[src/rtl/mem_lsu_pkg.sv]
// Shared definitions for the load/store unit: dmem width codes, FSM states
// and the access-width byte mask.
package mem_lsu_pkg;

  localparam logic [1:0] ENCDEC_BYTE = 2'd0;
  localparam logic [1:0] ENCDEC_HALF = 2'd1;
  localparam logic [1:0] ENCDEC_WORD = 2'd2;

  typedef enum logic [1:0] {
    LSU_IDLE = 2'd0,
    LSU_REQ  = 2'd1,
    LSU_RSP  = 2'd2,
    LSU_DONE = 2'd3
  } lsu_state_t;

  function automatic logic [3:0] width_mask(input logic [1:0] width);
    case (width)
      ENCDEC_BYTE: width_mask = 4'b0001;
      ENCDEC_HALF: width_mask = 4'b0011;
      default:     width_mask = 4'b1111;
    endcase
  endfunction

endpackage

[src/rtl/mem_lsu_lane_align.sv]
// Combinational lane alignment: byte-span mask and write-data span for an
// access at byte offset k, plus extraction/extension of load data from two lanes.
module lsu_lane_align
  import mem_lsu_pkg::*;
(
  input  logic [1:0]  width,
  input  logic [1:0]  k,
  input  logic [31:0] wdata,
  input  logic        zero_ext,
  input  logic [31:0] lane0,
  input  logic [31:0] lane1,
  output logic [7:0]  mask,
  output logic [63:0] span,
  output logic        need1,
  output logic [31:0] rdata
);

  logic [63:0] shifted;

  assign mask    = {4'b0000, width_mask(width)} << k;
  assign span    = {32'h0, wdata} << {k, 3'b000};
  assign need1   = |mask[7:4];
  assign shifted = {lane1, lane0} >> {k, 3'b000};

  always_comb begin
    rdata = shifted[31:0];
    case (width)
      ENCDEC_BYTE: rdata = {{24{~zero_ext & shifted[7]}}, shifted[7:0]};
      ENCDEC_HALF: rdata = {{16{~zero_ext & shifted[15]}}, shifted[15:0]};
      default:     rdata = shifted[31:0];
    endcase
  end

endmodule

[src/rtl/mem_lsu.sv]
// Memory-stage load/store unit: turns an ex_mb memory op into one or two word
// beats on a valid/ready memory port and returns aligned, extended load data.
module mem_lsu
  import mem_lsu_pkg::*;
#(
  parameter int MEM_ADDR_W     = 11,
  parameter int MISALIGN_SPLIT = 1
) (
  input  logic                  clk,
  input  logic                  rst,
  input  logic                  ex_mb__valid,
  input  logic                  ex_mb__dmem_read,
  input  logic                  ex_mb__dmem_write,
  input  logic [1:0]            ex_mb__dmem_width,
  input  logic                  ex_mb__dmem_zero_ext,
  input  logic [31:0]           ex_mb__addr,
  input  logic [31:0]           ex_mb__wdata,
  output logic                  lsu_stall,
  output logic                  mb_wb__valid,
  output logic [31:0]           mb_wb__rdata,
  output logic                  mb_wb__load_misalign,
  output logic                  mb_wb__store_misalign,
  output logic [31:0]           mb_wb__fault_addr,
  output logic                  mem_req_valid,
  input  logic                  mem_req_ready,
  output logic [MEM_ADDR_W-1:0] mem_req_addr,
  output logic [3:0]            mem_req_writeb,
  output logic [31:0]           mem_req_wdata,
  input  logic                  mem_rsp_valid,
  input  logic [31:0]           mem_rsp_rdata
);

  lsu_state_t state, state_nx;
  logic        beat, beat_nx;
  logic        accept, lat0, lat1;
  logic [31:0] addr_q, wdata_q, lane0_q, lane1_q;
  logic [1:0]  width_q;
  logic        zext_q, is_load_q, fault_q;

  logic        mem_op, in_idle, done;
  logic [7:0]  mask;
  logic [63:0] span;
  logic        need1;
  logic [31:0] ext_rdata;
  logic [MEM_ADDR_W-1:0] word_addr;

  assign mem_op  = ex_mb__valid & (ex_mb__dmem_read | ex_mb__dmem_write);
  assign in_idle = (state == LSU_IDLE);
  assign done    = (state == LSU_DONE);

  // In IDLE the aligner looks at the live instruction so the fault decision
  // can be made at accept; afterwards it works from the captured copy.
  lsu_lane_align u_align (
    .width    (in_idle ? ex_mb__dmem_width : width_q),
    .k        (in_idle ? ex_mb__addr[1:0]  : addr_q[1:0]),
    .wdata    (in_idle ? ex_mb__wdata      : wdata_q),
    .zero_ext (zext_q),
    .lane0    (lane0_q),
    .lane1    (lane1_q),
    .mask     (mask),
    .span     (span),
    .need1    (need1),
    .rdata    (ext_rdata)
  );

  assign word_addr = addr_q[MEM_ADDR_W+1:2] + {{(MEM_ADDR_W-1){1'b0}}, beat};

  always_ff @(posedge clk or posedge rst) begin
    if (rst) begin
      state <= LSU_IDLE;
      beat  <= 1'b0;
    end else begin
      state <= state_nx;
      beat  <= beat_nx;
    end
  end

  always_comb begin
    state_nx       = state;
    beat_nx        = beat;
    accept         = 1'b0;
    lat0           = 1'b0;
    lat1           = 1'b0;
    mem_req_valid  = 1'b0;
    mem_req_addr   = '0;
    mem_req_writeb = 4'b0000;
    mem_req_wdata  = 32'h0;
    case (state)
      LSU_IDLE: begin
        if (mem_op) begin
          accept   = 1'b1;
          beat_nx  = 1'b0;
          state_nx = ((MISALIGN_SPLIT == 0) && need1) ? LSU_DONE : LSU_REQ;
        end
      end
      LSU_REQ: begin
        mem_req_valid  = 1'b1;
        mem_req_addr   = word_addr;
        mem_req_writeb = is_load_q ? 4'b0000 : (beat ? mask[7:4] : mask[3:0]);
        mem_req_wdata  = beat ? span[63:32] : span[31:0];
        if (mem_req_ready) begin
          if (is_load_q)            state_nx = LSU_RSP;
          else if (!beat && need1)  beat_nx  = 1'b1;
          else                      state_nx = LSU_DONE;
        end
      end
      LSU_RSP: begin
        if (mem_rsp_valid) begin
          lat0 = ~beat;
          lat1 = beat;
          if (!beat && need1) begin
            state_nx = LSU_REQ;
            beat_nx  = 1'b1;
          end else begin
            state_nx = LSU_DONE;
          end
        end
      end
      default: state_nx = LSU_IDLE;
    endcase
  end

  always_ff @(posedge clk or posedge rst) begin
    if (rst) begin
      addr_q    <= 32'h0;
      wdata_q   <= 32'h0;
      width_q   <= 2'b00;
      zext_q    <= 1'b0;
      is_load_q <= 1'b0;
      fault_q   <= 1'b0;
      lane0_q   <= 32'h0;
      lane1_q   <= 32'h0;
    end else if (accept) begin
      addr_q    <= ex_mb__addr;
      wdata_q   <= ex_mb__wdata;
      width_q   <= ex_mb__dmem_width;
      zext_q    <= ex_mb__dmem_zero_ext;
      is_load_q <= ex_mb__dmem_read;
      fault_q   <= (MISALIGN_SPLIT == 0) && need1;
      lane0_q   <= 32'h0;
      lane1_q   <= 32'h0;
    end else begin
      if (lat0) lane0_q <= mem_rsp_rdata;
      if (lat1) lane1_q <= mem_rsp_rdata;
    end
  end

  assign mb_wb__valid          = done;
  assign mb_wb__rdata          = (done && !fault_q) ? ext_rdata : 32'h0;
  assign mb_wb__load_misalign  = done & fault_q & is_load_q;
  assign mb_wb__store_misalign = done & fault_q & ~is_load_q;
  assign mb_wb__fault_addr     = (done && fault_q) ? addr_q : 32'h0;
  assign lsu_stall             = ~rst & mem_op & ~done;

endmodule

[config.mk]
export PLATFORM = sky130hd
export DESIGN_NAME = mem_lsu
export DESIGN_NICKNAME = d
export VERILOG_FILES = /design/src/rtl/mem_lsu_pkg.sv /design/src/rtl/mem_lsu_lane_align.sv /design/src/rtl/mem_lsu.sv
export SDC_FILE = /design/constraint.sdc
export NUM_CORES = 1
export LEC_CHECK = 0
export CAP_MARGIN = 20
export CORE_ASPECT_RATIO = 0.8
export CORE_MARGIN = 3
export CORE_UTILIZATION = 35
export DETAILED_ROUTE_END_ITERATION = 8
export SYNTH_ARGS = -nofsm -noshare
export SYNTH_HDL_FRONTEND = slang
export SYNTH_HIERARCHICAL = 1
export SYNTH_SLANG_ARGS = --single-unit
[constraint.sdc]
create_clock -name clk -period 5.45 [get_ports clk]
set_input_delay 1.09 -clock clk [delete_from_list [all_inputs] [get_ports clk]]
set_output_delay 1.09 -clock clk [all_outputs]
set_load 0.01 [all_outputs]
; Word-level counts from Yosys, hierarchy flattened
; Cells that the tools add are included.
[word_totals]
regBits = 116
in_bits = 106
out_inout_bits = 116
wordCells = 78
[classes]
n_addsub = 1
eq_ne = 9
shift = 3
mux = 36
bitwise_logic = 10
n_reduce_logical = 10
[ops]
columns = operator, count
row1 = two-way mux 32 bit, 8
row2 = one-hot mux 32 bit (2 select lines), 1
row3 = << shifter 32 x 5 -> 64 bit, 1
row4 = >> shifter 64 x 5 -> 32 bit, 1
row5 = two-way mux 2 bit, 8
row6 = two-way mux 1 bit, 12
row7 = two-way mux 4 bit, 3
row8 = adder 11 x 1 -> 11 bit, 1
row9 = two-way mux 11 bit, 1
row10 = "!= test 2 bit, second input constant", 4
row11 = one-hot mux 4 bit (2 select lines), 1
row12 = << shifter 4 x 2 -> 8 bit, 1
row13 = one-hot mux 2 bit (3 select lines), 1
row14 = AND 1 bit, 5
row15 = AND reduction 5 bit, 1
row16 = "equality test 2 x 1 -> 1 bit, second input constant", 2
row17 = "equality test 2 bit, second input constant", 2
row18 = zero test 2 bit, 2
row19 = inverter 1 bit, 4
row20 = AND reduction 4 bit, 1
row21 = nonzero test 2 bit, 2
row22 = OR reduction 4 bit, 1
row23 = "!= test 3 bit, second input constant", 1
row24 = one-hot mux 1 bit (3 select lines), 1
row25 = other kinds (4), 4

; Logic depth before layout (Yosys ltp)
; Gate-level depths: netlist (run 1).
[depth]
depth_word = 11
depth_mapped = 13
ltp_nobuf = 9

; Modules after synthesis
; The synthesis (run 1) kept the hierarchy.
[modules_own_cells]
columns = mod, n_inst, cells_each, area_per_inst_um2, seq_area_each_um2
row1 = mem_lsu, 1, 747, 6780.3, 2902.8
row2 = lsu_lane_align, 1, 256, 1883.1, 0.0

; Worst setup path before layout (run 1)
; No wires, ideal clock.
[synth_path]
path_kind = input-to-output
startpoint = in ex_mb__dmem_width[0]
endpoint = out mb_wb__rdata[25]
t_arrival_ns = 2.708
t_required_ns = 4.360
slack_ns = 1.652
path_stages = 8
n_path_buf = 2
cell_sequence = mux2_2 -> buf_4 -> mux2i_1 -> mux2_2 -> a2111o_1 -> buf_6 -> nand2_1 -> and2_1
[synth_via]
elab_chain_cells = 4
[synth_lines]
columns = item, line_no
row1 = "start, declared", mem_lsu.sv:14  ; input logic [1:0] ex_mb__dmem_width,
row2 = two-way mux 2 bit *, mem_lsu.sv:54  ; .width (in_idle ? ex_mb__dmem_width : width_q),
row3 = equality test 2 x 1 -> 1 bit or zero test 2 bit (tied branches), mem_lsu_lane_align.sv:27  ; case (width)
row4 = one-hot mux 32 bit (2 select lines) *, mem_lsu_lane_align.sv:27
row5 = net ext_rdata[25], mem_lsu.sv:44  ; logic [31:0] ext_rdata;
row6 = two-way mux 32 bit *, mem_lsu.sv:149  ; assign mb_wb__rdata = (done && !fault_q) ? ext_rdata : 32'h0;
row7 = "end, declared", mem_lsu.sv:20  ; output logic [31:0] mb_wb__rdata,
; Mark *: on every way through the listed nets, which the timed path passes. The rest lies on a longest branch.

; Final worst setup path (run 1)
[layout_path]
startpoint = in ex_mb__addr[1]
endpoint = out mem_req_wdata[20]
[layout_via]
elab_chain_cells = 4
[layout_lines]
columns = item, line_no
row1 = "start, declared", mem_lsu.sv:16  ; input logic [31:0] ex_mb__addr,
row2 = two-way mux 2 bit, mem_lsu.sv:55  ; .k (in_idle ? ex_mb__addr[1:0] : addr_q[1:0]),
row3 = << shifter 32 x 5 -> 64 bit, mem_lsu_lane_align.sv:21  ; assign span = {32'h0, wdata} << {k, 3'b000};
row4 = net span[20], mem_lsu.sv:42  ; logic [63:0] span;
row5 = two-way mux 32 bit, mem_lsu.sv:100  ; mem_req_wdata = beat ? span[63:32] : span[31:0];
row6 = two-way mux 32 bit, mem_lsu.sv:88  ; case (state)
row7 = "end, declared", mem_lsu.sv:28  ; output logic [31:0] mem_req_wdata,
; The timed path passes the listed nets, and every way through them passes these cells.

==> results.cfg, run 1 <==
[clock_network]
tritoncts = yes
clock_path_buffers = 2
cts_root_buf = clkbuf_16
postCtsSetupBuffers = 0
clk_latency_ns = 0.37
ctsHoldBuffers = 0
clock-sinks = 108
cts_resized = 0
cts_buffers = 9
htreeDepth = 3
path_clk_slew_ns = 0.08

[route]
antenna_left = 0
via_count = 6918
drc = 0
first_pass_iters = 5
viasPerCell = 4.92
wl_per_cell_um = 17.5
drtIter0Drc = 481
wl_mm = 24.6

[final_layout]
final_cell_mix = nand2_1 (313), clkdlybuf4s50_1 (168), dfrtp_1 (107), mux2i_1 (84), a21oi_2 (56)
stdcell_count = 1405
layout-drive-gt1-share_pct = 15.3
final_common_cell = nand2_1
antennaDiodeCount = 0
nFillCells = 2303
nNetsFinal = 1207
areaGrowthSynthToFinish_pct = 23.9

[setup_path]
required_ns = 4.36
worst-setup-path-type = in -> out
reg2reg_depth = 9
rrSetupSlack_ns = 2.38
rr_endpoint = state[0]
cp-end-kind = primary output
worst_ep_arrival_time_ns = 3.91
cp_max_fo = 22
r2r-start = state[0]
critPathLaunchType = primary input

[sta]
setup_violations = 0
period_share_pct = 91.7
fin_worst_skew_ns = 0.0101
worst_pin_slew_ns = 1.03
maxSlewHeadroom_pct = 30.9
period_needed_ns = 5.00
hold_viol = 0
drv_slew = 0
setup_slack_ns = 0.455
rsz0062_at_grt = false
fin_setup_tns_ns = 0
fmax_ghz = 0.200
hold_slack_ns = 0.475

[placed_design]
port-buffer-count = 168
place_ws_ns = 0.442
hpwl_mm = 17.4
gp_congestion = 0.841
post-place-cells = 1387

[floorplanning]
die_h_um = 144
core_area_um2 = 22900
ioPinCount = 222
fp-row-count = 49
start_util_pct = 36.3
die-area_um2 = 25700
die_x_um = 179

[status]
outcome = complete, no violations

[min_path]
holdPathEnd = wdata_q[25]
holdPathStages = 2
min_path_type = reg -> reg
hp-start = wdata_q[25]

[global_routing]
grt-ovfl-total = 0
grtUsageMet2_pct = 27.7
grt_pass1_wl_mm = 38.1
antenna_found_initial = 1
busiest_layer = met1
grtUsageMet1_pct = 29.6
use_met3_pct = 3.49
grt_max_degree = 68
grt.total_usage_pct = 19.1
grt_pass1_vias = 6425

[pwr]
ir_drop_uv = 222
power_density_nw_per_um2 = 584
power.leakage_nw = 4.51

[yosys]
avgSynthCellArea_um2 = 8.58
synth_area_um2 = 8330
syn_inst = 971
yosysWarnings = 6

[flow_run]
max_cap_violations = 0
[worst max-delay path by stage]
stage / start / to / slack, ns / cells after the start
6_report: ex_mb__addr[1] / mem_req_wdata[20] / 0.45 / 9
5_1_grt: ex_mb__addr[0] / mem_req_wdata[3] / 0.26 / 9
4_1_cts: ex_mb__addr[0] / mem_req_wdata[3] / 0.45 / 9
3_5_place_dp: ex_mb__addr[0] / mem_req_wdata[6] / 0.44 / 9
3_3_place_gp: ex_mb__addr[0] / mb_wb__rdata[30] / 0.50 / 7
2_1_floorplan: rst / addr_q[0] / 1.51 / 1
[final cells by class]
type                       instances  area (µm²)  area share [%]
inverter                           8        32.5           0.315
clock buffer                       9         225            2.18
tap                              306         383            3.71
timing repair buffer             189        1910            18.5
sequential                       108        2700            26.2
multi-input combinational        778        4980            48.2
clock inverter                     7        90.1           0.873
[flip-flops by register name, indices dropped and copies added (netlist names)]
register and count:
lane0_q 32, wdata_q 32, lane1_q 24, addr_q 13
state 2, width_q 2, beat 1, is_load_q 1
zext_q 1
[report_power, final]
part | leakage, nW | switching (W) | internal (W) | total (W)
sequential | 1.40 | 0.000292 | 0.00117 | 0.00147
clock | 0.156 | 0.000352 | 0.000372 | 0.000724
combinational | 2.95 | 0.00202 | 0.00182 | 0.00384
[through the flow]
step	util, %	instance area (µm²)	power (W)
finish	45.0	10300	0.00603
global route	45.0	10300	0.00651
CTS	44.8	10300	0.00604
detailed placement	43.4	9950	0.00530
global placement	43.3	9920	0.00523
floorplan	-	8490	0.00420
[per-layer routing]
metal,up-vias,share of wire [%]
met5,-,0.045
met2,193,44
met4,2,0.77
met1,3349,50
li1,3362,-
met3,12,5.3
[critical path: stages]
cell             delay (ns)
clkdlybuf4s50_1        0.47
mux2_2                 0.48
inv_2                  0.22
nor2_1                 0.60
nand2_1                0.10
o21ai_0                0.10
mux2i_1                0.10
nor2b_1                0.14
clkdlybuf4s50_1        0.59
Note: power is estimated with default switching activity, not from simulation.
==> run 2, diff against run 1 <==
--- a/config.mk
+++ b/config.mk
@@ -12,2 +12,3 @@
 export DETAILED_ROUTE_END_ITERATION = 8
+export GPL_TIMING_DRIVEN = 0
 export SYNTH_ARGS = -nofsm -noshare
--- a/constraint.sdc
+++ b/constraint.sdc
@@ -3,2 +3,2 @@
 set_output_delay 1.09 -clock clk [all_outputs]
-set_load 0.01 [all_outputs]
+set_load 0.05 [all_outputs]
==> run 2 against run 1 <==
Compared with the run above: combinational power grew 24%; critical path depth grew 3; register-to-register slack lost 0.58 ns; global-route usage grew 3.1 points; hold slack is essentially flat; cell area grew 5.8%; worst setup slack lost 0.23 ns; cell count grew 6.9%; highest routed layer unchanged; flip-flop and latch count is the same; maximum frequency shrank 4.4%.
==> results.cfg, run 2 (same netlist as run 1, synthesis figures left out) <==
[sta]
rsz0062_at_grt = false
fin_worst_skew_ns = 0.00865
worst_pin_slew_ns = 0.640
hold_viol = 0
setup_slack_ns = 0.223
period_share_pct = 95.9
period_needed_ns = 5.23
fmax_ghz = 0.191
drv_slew = 0
setup_violations = 0
maxSlewHeadroom_pct = 57.3

[final_layout]
layout-drive-gt1-share_pct = 20.2
final_common_cell = nand2_1
fin_area_um2 = 10900
finalCoreUtilization_pct = 47.6
nNetsFinal = 1305
antennaDiodeCount = 0
final_cell_mix = nand2_1 (314), clkdlybuf4s50_1 (141), dfrtp_1 (108), mux2i_1 (84), a21oi_2 (56)
largestRegisters = lane0_q (32), wdata_q (32), lane1_q (24)
areaGrowthSynthToFinish_pct = 31.1

[route]
wl_mm = 28.4
via_count = 7426
wl_per_cell_um = 18.9
antenna_left = 0
first_pass_iters = 5
viasPerCell = 4.94
drtIter0Drc = 482
drc = 0

[pwr]
power_density_nw_per_um2 = 637
power.leakage_nw = 5.34
ir_drop_uv = 263

[setup_path]
required_ns = 4.36
worst_ep_arrival_time_ns = 4.14
reg2reg_depth = 12
worst-setup-path-type = reg -> out
cp-end-kind = primary output
cp_max_fo = 10
critPathLaunchType = register

[min_path]
holdPathStages = 2
min_path_type = reg -> reg

[global_routing]
grt_pass1_wl_mm = 43.5
grt.total_usage_pct = 22.1
antenna_found_initial = 2
grt_max_degree = 74
grt-ovfl-total = 0
grt_pass1_vias = 7300

[floorplanning]
fp-row-count = 49
die_x_um = 179
die_h_um = 144
ioPinCount = 222
core_area_um2 = 22900
die-area_um2 = 25700
start_util_pct = 36.3

[clock_network]
cts_buffers = 9
tritoncts = yes
clock-sinks = 108
clk_latency_ns = 0.36
htreeDepth = 3
clock_path_buffers = 2
path_clk_slew_ns = 0.08
cts_root_buf = clkbuf_16
postCtsSetupBuffers = 0

[placed_design]
gp_congestion = 0.911
port-buffer-count = 168
place_area_um2 = 10600
place_ws_ns = -0.00892
hpwl_mm = 21.9

[flow_run]
max_cap_violations = 0

[status]
outcome = complete, no violations
-- run 2: cell types whose count changed in the layout (fill, tap and decap cells not counted), moves of 3 or more --
cell | before | now
buf_2 | 0 | 32
buf_4 | 17 | 48
clkdlybuf4s50_1 | 168 | 141
dlymetal6s2s_1 | 0 | 24
clkbuf_1 | 0 | 21
buf_6 | 0 | 7
buf_8 | 0 | 7
clkbuf_2 | 0 | 3
nor2_2 | 0 | 3
-- run 2: layout make-up --
class                   instances  area [µm²]
plain buffers                 118         798
clock buffers                  10         229
clock inverters                 5        46.3
fillers                      2244       12000
inverters                       8        35.0
multi-input cells             778        4960
flip-flops and latches        108        2700
well taps                     306         383
repair buffers                169        1770
-- run 2: through the flow --
stage	total power, W	hold WS (ns)	setup TNS (ns)	std cells
3_3_place_gp	0.00622	0.453	-49.50	1486
3_5_place_dp	0.00628	0.459	-0.00892	1487
4_1_cts	0.00694	0.480	0	1502
6_report	0.00696	0.475	0	1502
2_1_floorplan	0.00486	0.442	0	1012
5_1_grt	0.00743	0.488	0	1502
-- run 2: final timing paths --
check                            start                 to  slack, ns
max                           state[0]  mem_req_wdata[14]       0.22
min                        wdata_q[24]        wdata_q[24]       0.47
max reg2reg                   state[0]           state[0]       1.80
min reg2reg                wdata_q[24]        wdata_q[24]       0.47
max in group asynchronous          rst        wdata_q[27]       3.59
min in group asynchronous          rst          addr_q[7]       1.12
-- run 2: critical path: stages, from the launching register on --
cell and delay [ns]:
dfrtp_1 0.44, inv_1 0.14, ha_1 0.21, buf_2 0.31
mux2_2 0.38, buf_2 0.23, buf_2 0.26, buf_2 0.26
clkbuf_2 0.27, nor2_1 0.14, mux2i_1 0.07, nor2b_1 0.21
clkdlybuf4s50_1 0.85
-- run 2: repair_timing --
action                                 in CTS  in global routing
resized for setup                           4                 31
endpoints found under the hold margin       0                  0
setup endpoints to repair                   4                 45
hold buffers                                0                  0
-- run 2: report_power, final --
part           total (W)  switching (W)  internal (W)  leakage (nW)
Clock           0.000653       0.000336      0.000316         0.135
Combinational    0.00478        0.00290       0.00189          3.80
Sequential       0.00153       0.000352       0.00117          1.41
-- run 2: layer usage --
layer	part of all wire [%]	routed length [µm]	track usage, %
met1	48	13600	33.3
met2	43	12300	32.7
met3	8.1	2300	5.12
met4	0.97	276	3.85
met5	0.070	20	0
==> run 3, diff against run 2 <==
Settings changed: CTS_BUF_LIST set to sky130_fd_sc_hd__clkbuf_2.
==> run 3 against run 2 <==
Compared with the run above: worst setup slack better by 0.051 ns; die area is the same; power shrank 5.2%; global-route usage about the same; largest power group unchanged; largest cell class unchanged.
==> results.cfg, run 3 (same netlist as run 1, synthesis figures left out) <==
[clock_network]
clock-sinks = 108
cts_buffers = 9
path_clk_slew_ns = 0.33
htreeDepth = 3
cts_root_buf = clkbuf_2
tritoncts = yes
ctsHoldBuffers = 0
clk_latency_ns = 0.64
clock_path_buffers = 2

[setup_path]
required_ns = 4.36
cp_max_fo = 10
crit_start = state[0]
worst-setup-path-type = reg -> out
path_common_cell = buf_2
critPathLaunchType = register
r2r-start = state[0]
worst_ep_arrival_time_ns = 4.09
cp-end-kind = primary output
cp_slowest_cell = dlygate4sd2_1
max_stage_delay_ns = 0.56
worstPathCellList = inv_1, ha_1, clkbuf_4, mux2_2, buf_2, clkbuf_4, buf_2, buf_2, nor2_1, mux2i_1, nor2b_1, dlygate4sd2_1

[pwr]
p_clk_share_pct = 5.7
switching_share_pct = 53.9
pwr-share-seq_pct = 23.1
ir_drop_uv = 266
power.leakage_nw = 5.19
totalPowerFinal_w = 0.00660
p_switching_w = 0.00355
p_comb_share_pct = 71.3
internal_power_w = 0.00304
power_density_nw_per_um2 = 622

[route]
first_pass_iters = 5
drtIter0Drc = 552
via_count = 7384
viasPerCell = 4.91
antenna_left = 0
wl_per_cell_um = 18.9
wl_mm = 28.4
drc = 0

[sta]
setup_slack_ns = 0.275
fmax_ghz = 0.193
hold_viol = 0
period_needed_ns = 5.18
worst_pin_slew_ns = 0.614
fin_worst_skew_ns = 0.0468
rsz0062_at_grt = false
period_share_pct = 95.0
setup_violations = 0
maxSlewHeadroom_pct = 59.1
drv_slew = 0

[min_path]
hp-start = wdata_q[24]
min_path_type = reg -> reg

[global_routing]
antenna_found_initial = 3
busiest_layer = met1
grtUsageMet2_pct = 32.7
grtUsageMet1_pct = 33.3
grt_max_degree = 74
grt-ovfl-total = 0
grt_pass1_vias = 7286
grt_pass1_wl_mm = 43.4
grt.total_usage_pct = 22.2
use_met3_pct = 5.33

[floorplanning]
fp-row-count = 49
core_area_um2 = 22900
die-area_um2 = 25700
die_h_um = 144
ioPinCount = 222
die_x_um = 179
start_util_pct = 36.3

[final_layout]
nNetsFinal = 1305
final_cell_mix = nand2_1 (314), dfrtp_1 (107), clkdlybuf4s50_1 (102), mux2i_1 (84), a21oi_2 (56)
finalCoreUtilization_pct = 46.3
areaGrowthSynthToFinish_pct = 27.4
largestRegisters = lane0_q (32), wdata_q (32), lane1_q (24)
fin_area_um2 = 10600
final_common_cell = nand2_1
layout-drive-gt1-share_pct = 22.7

[placed_design]
hpwl_mm = 21.9
port-buffer-count = 168
place_area_um2 = 10600
place_ws_ns = -0.00892
gp_congestion = 0.911

[status]
outcome = complete, no violations

[flow_run]
max_cap_violations = 0
## run 3: cell types whose count changed in the layout (fill, tap and decap cells not counted), moves of 2 or more
cell / change
buf_2: -2
clkbuf_1: -2
clkbuf_16: -9
clkbuf_2: +31
clkbuf_4: +3
clkdlybuf4s15_1: +4
clkdlybuf4s15_2: +5
clkdlybuf4s50_1: -39
dlygate4sd2_1: +19
dlymetal6s2s_1: -11
## run 3: critical path, delay by kind of cell, from the launching register on
| kind | cells | cell delay, ns |
|---|---|---|
| buffers and inverters | 7 | 1.95 |
| DFF | 1 | 0.52 |
| muxes | 2 | 0.44 |
| and+or+nand+nor | 2 | 0.32 |
| adders and majority gates | 1 | 0.21 |
## run 3: path summary, 6_finish.rpt
path	to	slack, ns	depth (start not counted)
max in group asynchronous	wdata_q[24]	3.88	3
max reg2reg	state[0]	1.91	12
min in group asynchronous	wdata_q[15]	0.77	2
min	wdata_q[24]	0.51	2
min reg2reg	wdata_q[24]	0.51	2
max	mem_req_wdata[14]	0.27	12
## run 3: power groups by stage
| stage | Clock [W] | Sequential, W | Combinational (W) |
|---|---|---|---|
| 3_3_place_gp | 0 | 0.00151 | 0.00471 |
| 2_1_floorplan | 0 | 0.00138 | 0.00349 |
| 6_report | 0.000375 | 0.00152 | 0.00470 |
| 3_5_place_dp | 0 | 0.00152 | 0.00476 |
| 4_1_cts | 0.000392 | 0.00151 | 0.00468 |
| 5_1_grt | 0.000425 | 0.00157 | 0.00508 |
## run 3: timing repair
action	4_1_cts	5_1_grt
cloned	0	0
gates resized for setup	74	65
buffers inserted	0	0
endpoints found under the setup margin	57	67
## run 3: final cells by class
| cell class | instances | area, µm² |
|---|---|---|
| diodes | 1 | 2.50 |
| flip-flops and latches | 108 | 2700 |
| clock inverters | 5 | 46.3 |
| inverters | 8 | 35.0 |
| well taps | 306 | 383 |
| plain buffers | 118 | 807 |
| fillers | 2286 | 12300 |
| repair buffers | 169 | 1620 |
| multi-input cells | 778 | 4970 |
| clock buffers | 10 | 50.0 |
## run 3: per-layer routing
metal | wire (µm) | share of wire (%) | vias up
met1 | 13600 | 48 | 3534
met2 | 12300 | 43 | 257
li1 | - | - | 3570
met5 | 20 | 0.070 | -
met3 | 2170 | 7.7 | 21
met4 | 303 | 1.1 | 2
## run 3: stage by stage
stage	std cells	hold slack, ns	TNS, ns
finish	1503	0.510	0
global route	1503	0.529	0
CTS	1502	0.519	0
detailed placement	1487	0.459	-0.00892
global placement	1486	0.453	-49.50
floorplan	1012	0.442	0
